## src/rtl/store_commit_unit_if.sv

```systemverilog
// Store-commit bus: retire lanes from the store queue, dcache write port,
// and the completion path back to the store queue.
// master = environment side (store queue + dcache), slave = commit unit side.
interface store_commit_unit_if #(
    parameter int N_WAY     = 2,
    parameter int N_SQ      = 8,
    parameter int XLEN      = 32,
    parameter int BUF_DEPTH = 4
);
    localparam int PW = $clog2(N_SQ) + 1;
    localparam int FW = $clog2(BUF_DEPTH) + 1;

    logic [N_WAY-1:0]           ret_valid;
    logic [N_WAY-1:0][XLEN-1:0] ret_addr;
    logic [N_WAY-1:0][XLEN-1:0] ret_data;
    logic [N_WAY-1:0][1:0]      ret_size;
    logic [N_WAY-1:0][PW-1:0]   ret_pos;
    logic [FW-1:0]              buf_free;
    logic                       overflow_err;
    logic                       mem_req;
    logic [XLEN-1:0]            mem_addr;
    logic [XLEN-1:0]            mem_wdata;
    logic [3:0]                 mem_be;
    logic                       mem_gnt;
    logic                       mem_done;
    logic                       ack_valid;
    logic [PW-1:0]              ack_pos;
    logic                       misalign_err;

    modport master (
        output ret_valid, ret_addr, ret_data, ret_size, ret_pos, mem_gnt, mem_done,
        input  buf_free, overflow_err, mem_req, mem_addr, mem_wdata, mem_be,
               ack_valid, ack_pos, misalign_err
    );

    modport slave (
        input  ret_valid, ret_addr, ret_data, ret_size, ret_pos, mem_gnt, mem_done,
        output buf_free, overflow_err, mem_req, mem_addr, mem_wdata, mem_be,
               ack_valid, ack_pos, misalign_err
    );
endinterface

```

## src/rtl/store_commit_unit.sv

```systemverilog
// Store commit unit: buffers retired stores in order (compacting valid lanes),
// writes the head entry to the dcache via req/gnt/done, and acks its SQ position.
// Optional macro MISALIGN_CHECK_EN: misaligned HALF/WORD stores are popped
// without a memory write, still acked, and flagged on sticky misalign_err.
module store_commit_unit #(
    parameter int N_WAY     = 2,
    parameter int N_SQ      = 8,
    parameter int XLEN      = 32,
    parameter int BUF_DEPTH = 4
) (
    input logic                clock,
    input logic                reset,
    store_commit_unit_if.slave bus
);
    localparam int PW = $clog2(N_SQ) + 1;
    localparam int FW = $clog2(BUF_DEPTH) + 1;
    localparam int AW = $clog2(BUF_DEPTH);

    typedef enum logic [1:0] {IDLE, REQ, WAIT} state_t;

    state_t            state_reg, state_next;
    logic [XLEN-1:0]   entry_addr [BUF_DEPTH];
    logic [XLEN-1:0]   entry_data [BUF_DEPTH];
    logic [1:0]        entry_size [BUF_DEPTH];
    logic [PW-1:0]     entry_pos  [BUF_DEPTH];
    logic [AW-1:0]     head_reg, tail_reg;
    logic [FW-1:0]     free_reg;
    logic              overflow_reg;
    logic              ack_valid_reg;
    logic [PW-1:0]     ack_pos_reg;

    logic [FW-1:0]     lane_cnt;
    logic [FW-1:0]     lane_offset [N_WAY];
    logic [AW-1:0]     lane_idx    [N_WAY];
    logic [N_WAY-1:0]  lane_accept;
    logic [FW-1:0]     push_count;
    logic              drop;
    logic              pop;
    logic              buf_empty;
    logic              remain;
    logic              head_bad;
    logic [FW-1:0]     occupancy;
    logic [XLEN-1:0]   head_addr, head_data;
    logic [1:0]        head_size;
    logic [3:0]        fmt_be;
    logic [XLEN-1:0]   fmt_wdata;
    logic              req_active;

`ifdef MISALIGN_CHECK_EN
    logic              entry_bad [BUF_DEPTH];
    logic [N_WAY-1:0]  lane_bad;
    logic              misalign_reg;
`endif

    assign buf_empty = (free_reg == FW'(BUF_DEPTH));
    assign occupancy = FW'(BUF_DEPTH) - free_reg;
    // After a pop, entries remain if the old content plus this cycle's pushes exceeds one.
    assign remain    = ((occupancy + push_count) > FW'(1));
    assign head_addr = entry_addr[head_reg];
    assign head_data = entry_data[head_reg];
    assign head_size = entry_size[head_reg];

    // Compact valid lanes: each gets the next slot past tail; lanes beyond free space drop.
    always_comb begin
        lane_cnt    = '0;
        push_count  = '0;
        drop        = 1'b0;
        lane_accept = '0;
        for (int i = 0; i < N_WAY; i++) begin
            lane_offset[i] = lane_cnt;
            lane_accept[i] = bus.ret_valid[i] && (lane_cnt < free_reg);
            if (bus.ret_valid[i]) lane_cnt = lane_cnt + FW'(1);
            if (lane_accept[i]) push_count = push_count + FW'(1);
            if (bus.ret_valid[i] && !lane_accept[i]) drop = 1'b1;
        end
    end

    for (genvar gi = 0; gi < N_WAY; gi++) begin : g_lane
        assign lane_idx[gi] = AW'({1'b0, tail_reg} + lane_offset[gi]);
`ifdef MISALIGN_CHECK_EN
        assign lane_bad[gi] = ((bus.ret_size[gi] == 2'd1) && bus.ret_addr[gi][0]) ||
                              ((bus.ret_size[gi] == 2'd2) && (bus.ret_addr[gi][1:0] != 2'b00));
`endif
    end

`ifdef MISALIGN_CHECK_EN
    assign head_bad = !buf_empty && entry_bad[head_reg];
`else
    assign head_bad = 1'b0;
`endif

    // Buffer storage: write accepted lanes at their compacted slots.
    always_ff @(posedge clock or negedge reset) begin
        if (!reset) begin
            for (int i = 0; i < BUF_DEPTH; i++) begin
                entry_addr[i] <= '0;
                entry_data[i] <= '0;
                entry_size[i] <= '0;
                entry_pos[i]  <= '0;
`ifdef MISALIGN_CHECK_EN
                entry_bad[i]  <= 1'b0;
`endif
            end
        end else begin
            for (int i = 0; i < N_WAY; i++) begin
                if (lane_accept[i]) begin
                    entry_addr[lane_idx[i]] <= bus.ret_addr[i];
                    entry_data[lane_idx[i]] <= bus.ret_data[i];
                    entry_size[lane_idx[i]] <= bus.ret_size[i];
                    entry_pos[lane_idx[i]]  <= bus.ret_pos[i];
`ifdef MISALIGN_CHECK_EN
                    entry_bad[lane_idx[i]]  <= lane_bad[i];
`endif
                end
            end
        end
    end

    // Pointers, free count, sticky errors and the one-cycle ack pulse.
    always_ff @(posedge clock or negedge reset) begin
        if (!reset) begin
            head_reg      <= '0;
            tail_reg      <= '0;
            free_reg      <= FW'(BUF_DEPTH);
            overflow_reg  <= 1'b0;
            ack_valid_reg <= 1'b0;
            ack_pos_reg   <= '0;
`ifdef MISALIGN_CHECK_EN
            misalign_reg  <= 1'b0;
`endif
        end else begin
            tail_reg      <= AW'({1'b0, tail_reg} + push_count);
            if (pop) head_reg <= head_reg + AW'(1);
            free_reg      <= free_reg - push_count + FW'(pop);
            if (drop) overflow_reg <= 1'b1;
            ack_valid_reg <= pop;
            ack_pos_reg   <= pop ? entry_pos[head_reg] : '0;
`ifdef MISALIGN_CHECK_EN
            if (pop && head_bad) misalign_reg <= 1'b1;
`endif
        end
    end

    // FSM state register.
    always_ff @(posedge clock or negedge reset) begin
        if (!reset) state_reg <= IDLE;
        else        state_reg <= state_next;
    end

    // FSM next state and pop decision; bad heads are discarded without a write.
    always_comb begin
        state_next = state_reg;
        pop        = 1'b0;
        case (state_reg)
            IDLE: begin
                if (head_bad) begin
                    pop        = 1'b1;
                    state_next = remain ? REQ : IDLE;
                end else if (!buf_empty || (push_count != '0)) begin
                    state_next = REQ;
                end
            end
            REQ: begin
                if (head_bad) begin
                    pop        = 1'b1;
                    state_next = remain ? REQ : IDLE;
                end else if (bus.mem_gnt) begin
                    state_next = WAIT;
                end
            end
            WAIT: begin
                if (bus.mem_done) begin
                    pop        = 1'b1;
                    state_next = remain ? REQ : IDLE;
                end
            end
            default: state_next = IDLE;
        endcase
    end

    // Lane placement of the head store within the 32-bit word.
    always_comb begin
        fmt_be    = 4'b1111;
        fmt_wdata = head_data;
        case (head_size)
            2'd0: begin
                fmt_be    = 4'b0001 << head_addr[1:0];
                fmt_wdata = XLEN'(head_data[7:0]) << {head_addr[1:0], 3'b000};
            end
            2'd1: begin
                fmt_be    = head_addr[1] ? 4'b1100 : 4'b0011;
                fmt_wdata = XLEN'(head_data[15:0]) << {head_addr[1], 4'b0000};
            end
            default: begin
                fmt_be    = 4'b1111;
                fmt_wdata = head_data;
            end
        endcase
    end

    assign req_active       = (state_reg == REQ) && !head_bad;
    assign bus.mem_req      = req_active;
    assign bus.mem_addr     = req_active ? {head_addr[XLEN-1:2], 2'b00} : '0;
    assign bus.mem_wdata    = req_active ? fmt_wdata : '0;
    assign bus.mem_be       = req_active ? fmt_be : 4'b0000;
    assign bus.buf_free     = free_reg;
    assign bus.overflow_err = overflow_reg;
    assign bus.ack_valid    = ack_valid_reg;
    assign bus.ack_pos      = ack_pos_reg;
`ifdef MISALIGN_CHECK_EN
    assign bus.misalign_err = misalign_reg;
`else
    assign bus.misalign_err = 1'b0;
`endif
endmodule
```

## src/flat_wrapper.sv

```systemverilog
// flat-port wrapper written by rule: the top's interface ports become plain ports
module store_commit_unit_flat 
#(
    parameter int N_WAY     = 2,
    parameter int N_SQ      = 8,
    parameter int XLEN      = 32,
    parameter int BUF_DEPTH = 4
)
  (clock, reset, bus_ret_valid, bus_ret_addr, bus_ret_data, bus_ret_size, bus_ret_pos, bus_mem_gnt, bus_mem_done, bus_buf_free, bus_overflow_err, bus_mem_req, bus_mem_addr, bus_mem_wdata, bus_mem_be, bus_ack_valid, bus_ack_pos, bus_misalign_err);
  store_commit_unit_if #(.N_WAY(N_WAY), .N_SQ(N_SQ), .XLEN(XLEN), .BUF_DEPTH(BUF_DEPTH)) bus_i ();
  input logic clock;
  input logic reset;
  input wire logic [$bits(bus_i.ret_valid)-1:0] bus_ret_valid;
  input wire logic [$bits(bus_i.ret_addr)-1:0] bus_ret_addr;
  input wire logic [$bits(bus_i.ret_data)-1:0] bus_ret_data;
  input wire logic [$bits(bus_i.ret_size)-1:0] bus_ret_size;
  input wire logic [$bits(bus_i.ret_pos)-1:0] bus_ret_pos;
  input wire logic [$bits(bus_i.mem_gnt)-1:0] bus_mem_gnt;
  input wire logic [$bits(bus_i.mem_done)-1:0] bus_mem_done;
  output wire logic [$bits(bus_i.buf_free)-1:0] bus_buf_free;
  output wire logic [$bits(bus_i.overflow_err)-1:0] bus_overflow_err;
  output wire logic [$bits(bus_i.mem_req)-1:0] bus_mem_req;
  output wire logic [$bits(bus_i.mem_addr)-1:0] bus_mem_addr;
  output wire logic [$bits(bus_i.mem_wdata)-1:0] bus_mem_wdata;
  output wire logic [$bits(bus_i.mem_be)-1:0] bus_mem_be;
  output wire logic [$bits(bus_i.ack_valid)-1:0] bus_ack_valid;
  output wire logic [$bits(bus_i.ack_pos)-1:0] bus_ack_pos;
  output wire logic [$bits(bus_i.misalign_err)-1:0] bus_misalign_err;
  assign bus_i.ret_valid = bus_ret_valid;
  assign bus_i.ret_addr = bus_ret_addr;
  assign bus_i.ret_data = bus_ret_data;
  assign bus_i.ret_size = bus_ret_size;
  assign bus_i.ret_pos = bus_ret_pos;
  assign bus_i.mem_gnt = bus_mem_gnt;
  assign bus_i.mem_done = bus_mem_done;
  assign bus_buf_free = bus_i.buf_free;
  assign bus_overflow_err = bus_i.overflow_err;
  assign bus_mem_req = bus_i.mem_req;
  assign bus_mem_addr = bus_i.mem_addr;
  assign bus_mem_wdata = bus_i.mem_wdata;
  assign bus_mem_be = bus_i.mem_be;
  assign bus_ack_valid = bus_i.ack_valid;
  assign bus_ack_pos = bus_i.ack_pos;
  assign bus_misalign_err = bus_i.misalign_err;
  store_commit_unit #(.N_WAY(N_WAY), .N_SQ(N_SQ), .XLEN(XLEN), .BUF_DEPTH(BUF_DEPTH)) u_core (.clock(clock), .reset(reset), .bus(bus_i));
endmodule
```

## config.mk

```make
export PLATFORM = sky130hd
export DESIGN_NAME = store_commit_unit_flat
export DESIGN_NICKNAME = d
export VERILOG_FILES = /design/src/rtl/store_commit_unit_if.sv /design/src/rtl/store_commit_unit.sv /design/src/flat_wrapper.sv
export SDC_FILE = /design/constraint.sdc
export NUM_CORES = 1
export LEC_CHECK = 0
export BUFFER_PORTS_ARGS = -buffer_cell sky130_fd_sc_hd__buf_2
export CAP_MARGIN = 20
export CORE_MARGIN = 1
export CORE_UTILIZATION = 39
export CTS_BUF_LIST = sky130_fd_sc_hd__clkbuf_8
export DETAILED_ROUTE_END_ITERATION = 8
export PLACE_DENSITY_LB_ADDON = 0.08
export SETUP_SLACK_MARGIN = 0.1
export SYNTH_ARGS = -nofsm -noshare
export SYNTH_HDL_FRONTEND = slang
export SYNTH_SLANG_ARGS = --single-unit
```

## constraint.sdc

```tcl
create_clock -name clock -period 5.55 [get_ports clock]
set_input_delay 0.8325 -clock clock [delete_from_list [all_inputs] [get_ports clock]]
set_output_delay 0.8325 -clock clock [all_outputs]
set_load 0.01 [all_outputs]
```

# Word-level counts from Yosys, hierarchy flattened
# Index checks and enable logic that the tools add are counted.
# totals
register_bits	295
latch_bits	0
ramBits	0
rom_bits	0
inputBits	146
output_inout_bits	79
elab_cells	125
mem_count	0
# op_classes
addsub	8
multipliers	0
div_mod_pow	0
n_lt_le_gt_ge	8
eq_ne	7
shift	3
mux	59
bitwise_logic	3
n_reduce_logical	14
# op_table
op	count
bitwise mux 128 bit	4
two-way mux 128 bit	4
two-way mux 32 bit	8
binary-select mux 32 bit (select 2 bit)	2
demux 32 bit (select 2 bit)	2
one-hot mux 32 bit (2 select lines)	1
bitwise mux 16 bit	2
two-way mux 16 bit	2
<< shifter 16 x 5 -> 32 bit	1
<< shifter 8 x 5 -> 32 bit	1
two-way mux 4 bit	7
bitwise mux 8 bit	2
demux 4 bit (select 2 bit)	2
two-way mux 2 bit	8
two-way mux 8 bit	2
>= comparator 3 bit (second input constant)	3
inverter 2 -> 3 bit	3
binary-select mux 4 bit (select 2 bit)	1
demux 2 bit (select 2 bit)	2
one-hot mux 4 bit (2 select lines)	1
two-way mux 1 bit	7
logical AND 1 bit	6
less-than comparator 3 x 1 -> 1 bit (second input constant)	2
one-hot mux 2 bit (3 select lines)	1
other kinds (23)	28

# Logic depth before layout (Yosys ltp)
# Gate-level depths: netlist of run 1.
# depth
ltp_word	10
ltp_mapped	10
mapped_depth_nobuf	10

# Least setup slack after synthesis of run 1
# Ideal clock, no wire load.
# synth_path
path_type	input -> register
startpoint	input port bus_ret_valid[0]
endpoint	register u_core.free_reg[2] (netlist: u_core.bus.buf_free[2])
setup_time_ns	0.075
t_arrival_ns	2.713
t_required_ns	5.475
path_slack_ns	2.761
cell_stages	10
n_path_buf	0
cell_sequence	nand2b_1 > a21oi_1 > ha_1 > ha_1 > inv_1 > ha_1 > inv_1 > fa_1 > xnor2_1 > xnor2_1
# synth_via
elab_chain_len	6
elab_cells_between_ends	9
classes_between	add/sub: 3; order compare: 1; mux: 3; reduce/logical: 2
# synth_rtl
item	line	text
from (decl)	flat_wrapper.sv:13	input wire logic [$bits(bus_i.ret_valid)-1:0] bus_ret_valid;
two-way mux 1 bit or logical AND 1 bit (tied branches)	store_commit_unit.sv:72, store_commit_unit.sv:71	
less-than comparator 1 x 3 -> 1 bit or two-way mux 1 bit (tied branches)	store_commit_unit.sv:71, store_commit_unit.sv:73	
logical AND 1 bit or adder 1 x 1 -> 2 bit (tied branches)	store_commit_unit.sv:71, store_commit_unit.sv:73	
two-way mux 2 bit (*)	store_commit_unit.sv:73	if (lane_accept[i]) push_count = push_count + FW'(1);
subtractor 3 x 2 -> 3 bit (*)	store_commit_unit.sv:134	free_reg <= free_reg - push_count + FW'(pop);
adder 3 x 1 -> 3 bit (*)	store_commit_unit.sv:134	
to (signal assigned)	store_commit_unit.sv:124	free_reg <= FW'(BUF_DEPTH);
to (signal assigned)	store_commit_unit.sv:134	
to (decl)	store_commit_unit.sv:27	logic [FW-1:0] free_reg;
# Mark *: on every way between the ends. The rest lies on a longest branch, timed or not.
# A chain may end at the register's enable or synchronous reset.

# Final worst setup path of run 1
# layout_path
startpoint	register u_core.head_reg[0]
endpoint	output port bus_mem_wdata[31]
# layout_via
elab_chain_len	7
elab_cells_between_ends	16
classes_between	eq/ne: 1; shift: 2; mux: 11; bitwise: 1; reduce/logical: 1
# layout_rtl
item	line	text
from (decl)	store_commit_unit.sv:26	logic [AW-1:0] head_reg, tail_reg;
from (signal assigned)	store_commit_unit.sv:133	if (pop) head_reg <= head_reg + AW'(1);
inverter 2 -> 3 bit (not written as such) (*)	store_commit_unit.sv:59, store_commit_unit.sv:60, store_commit_unit.sv:61	
binary-select mux 32 bit (select 2 bit) (tied with other cells)	store_commit_unit.sv:60	assign head_data = entry_data[head_reg];
two-way mux 32 bit (not written as such) (tied with other cells) (2 in a row)	store_commit_unit.sv:60	
<< shifter 16 x 5 -> 32 bit (tied with other cells)	store_commit_unit.sv:192	fmt_wdata = XLEN'(head_data[15:0]) << {head_addr[1], 4'b0000};
one-hot mux 32 bit (2 select lines) (*)	store_commit_unit.sv:185	case (head_size)
two-way mux 32 bit (*)	store_commit_unit.sv:204	assign bus.mem_wdata = req_active ? fmt_wdata : '0;
to (decl)	flat_wrapper.sv:24	output wire logic [$bits(bus_i.mem_wdata)-1:0] bus_mem_wdata;
# Mark *: on every way between the ends. The rest lies on a longest branch, timed or not. The select of a mux whose other input is x is not followed.

==> results.md, run 1 <==
- Status: finished with violations
- Failing checks: DRC
- Detailed-route DRC error count: 1
- Ys Warns: 0
- Post-route minimum period: approximately 4.2 ns
- Fraction of power spent switching nets: 0.411
- Die width: 205 um
- P_int: 6.98 mW
- DR vias/cell: about 5.3
- # Max-Cap Violations: 0
- TritonCTS Buffers: 54
- Final Non-Filler Cells: 2,264
- CTS max path bufs: 3
- Distinct cells, synth: 41
- Crit-path max FO: 38
- Fin crit share: 0.757
- Setup ws final: 1.35 ns
- Synth top area share: 0.457
- Synth top area cells: dfrtp_1, mux2i_1, mux4_2
- Worst Skew: 0.0179 ns
- Vias in the first global route: around 12,000
- Logic pwr share: 0.496
- Hold buffers post-CTS: 0
- Startpoint types: register
- WP data required: 4.72 ns
- Drt total wl: 48.3 mm
- Reg area: 7390 sq um
- Fraction of layout cells with a size suffix above 1: 0.232
- Seq cells post-synth: 295
- Setup CP Type: register to primary output
- Fin Hold WS: 0.262 ns
- Cells after DPL: between 2,000 and 2,500
- Ys async rst share: 1.00
- Number of flops mapped to enable cells by yosys: 0
- Post-Syn Area: 16,100 sq um
- Clock insertion delay at the later pin of the skew report: roughly 0.62 ns
- Area of the multi-input gates: about 8100 sq um
- Leading area contributor after synthesis: dfrtp_1
- GRT Residual Overflow: 0
- Crit path DAT: 3.37 ns
- Top_reg_cell synth: dfrtp_1
- Achievable frequency: 238 MHz
- Leading registers by flop count: u_core.entry_addr x128, u_core.entry_data x128, u_core.entry_pos x16
- Routed via count: approximately 12,000
- Setup violators final: 0
- Sw Pwr: about 4.9 mW
- Pleak: 8.11 nW
- Layout Nets: approximately 1,800
- Max VDD drop: approximately 250 uV
- Final RePlAce weighted congestion: 0.853
- Port bufs: 221
- Largest net degree at the start of global routing: 103
- Setup TNS: 0 ns
- Final Max Tran Viols: 0
- IO Pins: 225
- Dpl cell area: about 18,000 sq um
- Reg clk slew, reported paths: ~0.060 ns
- Sink Count: 295
- Area growth syn-to-layout: 15.6%
- First-pass GRT wire length: 74.6 mm
- Core Area: between 40,000 and 50,000 sq um
- Critical-path top delay cell: dfrtp_4
- Power per Cell Area: ~640 nW/um^2
- Die area: 42,100 sq um
- Critical Path Sink Type: primary output
- Starting Density: 0.395
- Worst-Margin Slew: 0.930 ns
- Slew margin rel.: 0.380
- Pre-CTS setup slack: approximately 2.0 ns
- Routed Antenna Nets: 0
- Hold Crit Class: input pin to async pin
- HPWL after detailed placement: 30.1 mm
- Post-CTS setup buffers: 0
- Clock root buffer master: clkbuf_8
- Post-cts sizing count: 0
- Hold Vio Cnt, Final: 0
- RSZ-0062 raised after global routing: no
- Std cell rows: 74
- Initial antenna violation count: 10
- CP max stage delay: 1.01 ns
- Clk pwr share: 0.165
- Die Height: 205 um
- Gr usage total: 0.235
- Synth Instances: 1,512
- Fillers: 3,975
- Design Area, Final: 18,600 sq um
- Htree depth: 2
- CTS tree: done
- First-pass DRT Iterations: 7
- Crit path cell chain: mux4_2 > and4bb_2 > a221oi_1 > nor2_1 > buf_2
- Sequential Power Share: 0.339
- Register area share after synthesis: 0.459
- Syn avg cell area: between 10 and 15 sq um
- WL/cell: 21.3 um
- Initial DRC Count: 708
-- cells by family (layout without fill, tap and decap cells) --
group / count (synthesis) / count (layout) / share of synthesized area
flip-flops: 295 / 295 / 0.459
AND/OR/NAND/NOR: 368 / 368 / 0.0979
buffers and inverters: 140 / 354 / 0.0426
XOR/XNOR: 9 / 9 / 0.00490
multiplexers: 358 / 358 / 0.277
AO/OA/AOI/OAI: 329 / 329 / 0.108
other: 1 / 7 / 0.000233
adder cells (fa/ha/maj): 12 / 12 / 0.0101
-- critical path: cells and delay by family, from the launching register on --
kind | cells | cell delay (ns)
flops | 1 | 1.01
buf+inv | 1 | 0.15
mux | 1 | 0.80
simple gates | 2 | 0.48
compound gates | 1 | 0.29
-- cells in the mapped netlist (all sizes together), types with 4 or more instances --
| cell type | count |
|---|---|
| dfrtp | 294 |
| mux2i | 288 |
| o21ai | 161 |
| a21oi | 153 |
| nand2 | 151 |
| nor2 | 151 |
| buf | 77 |
| mux4 | 70 |
| clkbuf | 47 |
| and2 | 34 |
| inv | 16 |
| nor3b | 10 |
| ha | 9 |
| nor3 | 9 |
| a221oi | 8 |
| xnor2 | 8 |
| nand2b | 4 |
-- routing by layer --
layer / global-route usage / share of wire
met5: 0 / 0.0015
met4: 0.0648 / 0.018
met3: 0.0566 / 0.060
met2: 0.371 / 0.47
met1: 0.321 / 0.45
-- cell usage in the layout (no fill, tap or decap), drive strengths merged, types with 3 or more instances in the layout --
cell type / n
mux2i: 288
conb: 3
diode: 4
nor2: 151
nand2b: 4
clkinv: 3
ha: 9
dfrtp: 294
nor3b: 10
a21oi: 153
o21ai: 161
inv: 40
and2: 34
nor3: 9
nand2: 151
buf: 245
clkbuf: 66
a221oi: 8
mux4: 70
xnor2: 8
-- per-stage QoR --
stage / utilization / power (mW)
after floorplan: - / 8.08
after global placement: 0.431 / 9.85
after detailed placement: 0.431 / 9.94
after CTS: 0.456 / 12.0
after global routing: 0.456 / 12.8
final: 0.456 / 11.8
-- power by group through the flow --
stage	Sequential, mW	Clock, mW	Combinational (mW)
final	4.02	1.96	5.87
after global routing	4.16	2.14	6.47
after CTS	4.02	2.04	5.91
after detailed placement	4.04	0	5.90
after global placement	4.05	0	5.80
after floorplan	3.67	0	4.41
-- area by class of cell --
class | count | share of cell area
clock buffers | 65 | 0.0481
diodes | 4 | 0.000538
flip-flops and latches | 295 | 0.397
well taps | 532 | 0.0358
repair buffers | 246 | 0.0737
multi-input cells | 1079 | 0.435
inverters | 16 | 0.00323
clock inverters | 27 | 0.00565
-- worst paths after layout --
| path | end | startpoint | depth (start not counted) | slack, ns |
|---|---|---|---|---|
| hold / removal | u_core.entry_data[99] | reset | 1 | 0.26 |
| min in group clock | u_core.state_reg[0] | bus_mem_gnt | 2 | 0.43 |
| hold reg to reg | u_core.bus.overflow_err | u_core.bus.overflow_err | 1 | 0.46 |
| setup reg to reg | u_core.entry_data[116] | u_core.tail_reg[0] | 6 | 2.65 |
| max in group asynchronous | u_core.entry_data[117] | reset | 2 | 3.92 |
| setup / recovery | bus_mem_wdata[31] | u_core.head_reg[0] | 5 | 1.35 |
Power figures use the tool's default switching activity.
==> inputs of run 2 (changes only) <==
==> constraint.sdc (replaced) <==
create_clock -name clock -period 3.5 [get_ports clock]
set_input_delay 0.525 -clock clock [delete_from_list [all_inputs] [get_ports clock]]
set_output_delay 0.525 -clock clock [all_outputs]
set_load 0.01 [all_outputs]
==> run 2 against run 1 <==
The run still ends with DRC left. Wire length fell by 1.2%. Sequential power rose by 54%. Worst hold slack got worse by 0.14 ns. Largest cell class unchanged. Clock-buffer cell count rose by 11. Highest routed layer unchanged. Die area did not move. Critical path depth rose by 1.
==> results.md, run 2 (synthesized netlist as in run 1, its figures left out) <==
- Status: finished with violations (unchanged)
- Failing checks: DRC (unchanged)
- Power per Cell Area: 1020 nW/um^2 (was 637 nW/um^2)
- Worst Skew: 0.0145 ns (was 0.0179 ns)
- Clock root buffer master: clkbuf_8 (unchanged)
- Setup violators final: 0 (unchanged)
- Layout Utilization: 0.467 (was 0.456)
- Largest net degree at the start of global routing: 95 (was 103)
- Crit-path max FO: 28 (was 38)
- Htree depth: 2 (unchanged)
- Final Non-Filler Cells: 2,282 (was 2,264)
- WP data required: 2.97 ns (was 4.72 ns)
- Crit path DAT: 2.72 ns (was 3.37 ns)
- Startpoint types: register (unchanged)
- Sink Count: 295 (unchanged)
- Reg clk slew, reported paths: 0.06 ns (about the same)
- Drt total wl: 47.7 mm (was 48.3 mm)
- CTS tree: done (unchanged)
- Leading registers by flop count: u_core.entry_addr x128, u_core.entry_data x128, u_core.entry_pos x16 (unchanged)
- Area growth syn-to-layout: 18.2% (was 15.6%)
- Hold Vio Cnt, Final: 0 (unchanged)
- Routed via count: 12,100 (about the same)
- Std cell rows: 74 (unchanged)
- Initial DRC Count: 682 (was 708)
- First-pass GRT wire length: 73.9 mm (was 74.6 mm)
- Detailed-route DRC error count: 2 (was 1)
- Pre-CTS setup slack: 0.637 ns (was 1.97 ns)
- Gr usage total: 0.231 (was 0.235)
- Post-route minimum period: 3.24 ns
- First-pass DRT Iterations: 9 (was 7)
- WL/cell: 20.9 um (was 21.3 um)
- Commonest non-fill, non-tap cells in the layout: dfrtp_1, mux2i_1, buf_2 (unchanged)
- Initial antenna violation count: 9 (was 10)
- Slew margin rel.: 0.536 (was 0.380)
- Final Max Tran Viols: 0 (unchanged)
- Setup TNS: 0 ns (unchanged)
- Setup ws final: 0.259 ns (was 1.35 ns)
- Commonest non-fill, non-tap cell in the layout: dfrtp_1 (unchanged)
- Die area: 42,100 sq um (unchanged)
- DR vias/cell: 5.29 (was 5.34)
- Port bufs: 221 (unchanged)
- # Max-Cap Violations: 0 (unchanged)
- Clock insertion delay at the later pin of the skew report: 0.62 ns (about the same)
- TritonCTS Buffers: 56 (was 54)
- Final RePlAce weighted congestion: 0.856 (was 0.853)
- Critical Path Sink Type: primary output (unchanged)
- Max VDD drop: 488 uV (was 249 uV)
- Routed Antenna Nets: 0 (unchanged)
- Worst-Margin Slew: 0.695 ns (was 0.930 ns)
- Layout Nets: 1,863 (was 1,849)
- IO Pins: 225 (unchanged)
- Core Area: 40,700 sq um (unchanged)
- RSZ-0062 raised after global routing: yes (was no)
- Starting Density: 0.395 (unchanged)
- CTS max path bufs: 3 (unchanged)
- Die Height: 205 um (unchanged)
- Pleak: 8.27 nW (was 8.11 nW)
- Die width: 205 um (unchanged)
- Vias in the first global route: 12,400 (was 12,300)
- Hold Crit Class: input pin to register (was input pin to async pin)
- Achievable frequency: about 300 MHz
- GRT Residual Overflow: 0 (unchanged)
- HPWL after detailed placement: 29.5 mm (was 30.1 mm)
- Setup CP Type: register to primary output (unchanged)
- Cells after DPL: 2,172 (was 2,167)
- Fraction of layout cells with a size suffix above 1: 0.245 (was 0.232)
- Fin crit share: 0.926
[run 2: cell count changes in the layout (fill, tap and decap cells not counted), sizes merged]
cell         previous run  this run
clkbuf                 66        76
buf                   245       257
clkinv                  3         6
inv                    40        31
bufinv                  0         1
dlygate4sd3             0         1
[run 2: worst paths after layout]
| kind | slack [ns] | start | cells after the start | to |
|---|---|---|---|---|
| setup / recovery | 0.26 | u_core.head_reg[1] | 6 | bus_mem_wdata[24] |
| hold / removal | 0.12 | bus_mem_gnt | 2 | u_core.state_reg[0] |
| setup reg to reg | 0.72 | u_core.bus.buf_free[1] | 10 | u_core.bus.buf_free[2] |
| hold reg to reg | 0.46 | u_core.bus.overflow_err | 1 | u_core.bus.overflow_err |
| max in group asynchronous | 2.19 | reset | 3 | u_core.entry_addr[29] |
| min in group asynchronous | 0.49 | reset | 2 | u_core.entry_data[98] |
[run 2: critical path, stage by stage, from the launching register on]
cell and delay [ns]:
dfrtp_4 0.44, mux4_2 0.58, buf_6 0.22, and4bb_2 0.42, a221oi_1 0.11, nor2_1 0.16
buf_2 0.16
[run 2: per-layer routing]
layer	vias to the layer above	wire length (um)	track usage
met2	314	22100	0.365
met5	-	59	0
li1	5762	-	-
met3	76	2800	0.0509
met1	5920	21700	0.315
met4	8	1040	0.0725
[run 2: report_power, final]
group	internal, mW	total [mW]	switching (mW)
sequential	5.19	6.18	0.988
clock	1.99	3.50	1.51
combinational	4.40	9.67	5.26
[run 2: layout make-up]
type / count / area, sq um
diodes: 4 / 10.0
multi-input cells: 1079 / 8100
repair buffers: 258 / 1630
clock buffers: 76 / 1050
fillers: 3907 / 21700
well taps: 532 / 666
clock inverters: 22 / 116
inverters: 16 / 60.1
flip-flops and latches: 295 / 7390
[run 2: per-stage QoR]
step                power, mW  hold slack, ns  instance area [sq um]
floorplan                12.8           0.229                  16100
global placement         15.7           0.443                  17700
detailed placement       15.9           0.453                  17700
CTS                      19.5          0.0646                  19000
global route             20.8          0.0839                  19000
finish                   19.3           0.122                  19000
[run 2: repair_timing]
item | CTS | global route
hold buffers | 1 | 0
pin swaps | 0 | 1
setup endpoints to repair | 44 | 12
hold endpoints to repair | 66 | 0
buffers inserted | 5 | 1
gates resized for setup | 0 | 3
gates cloned | 0 | 0
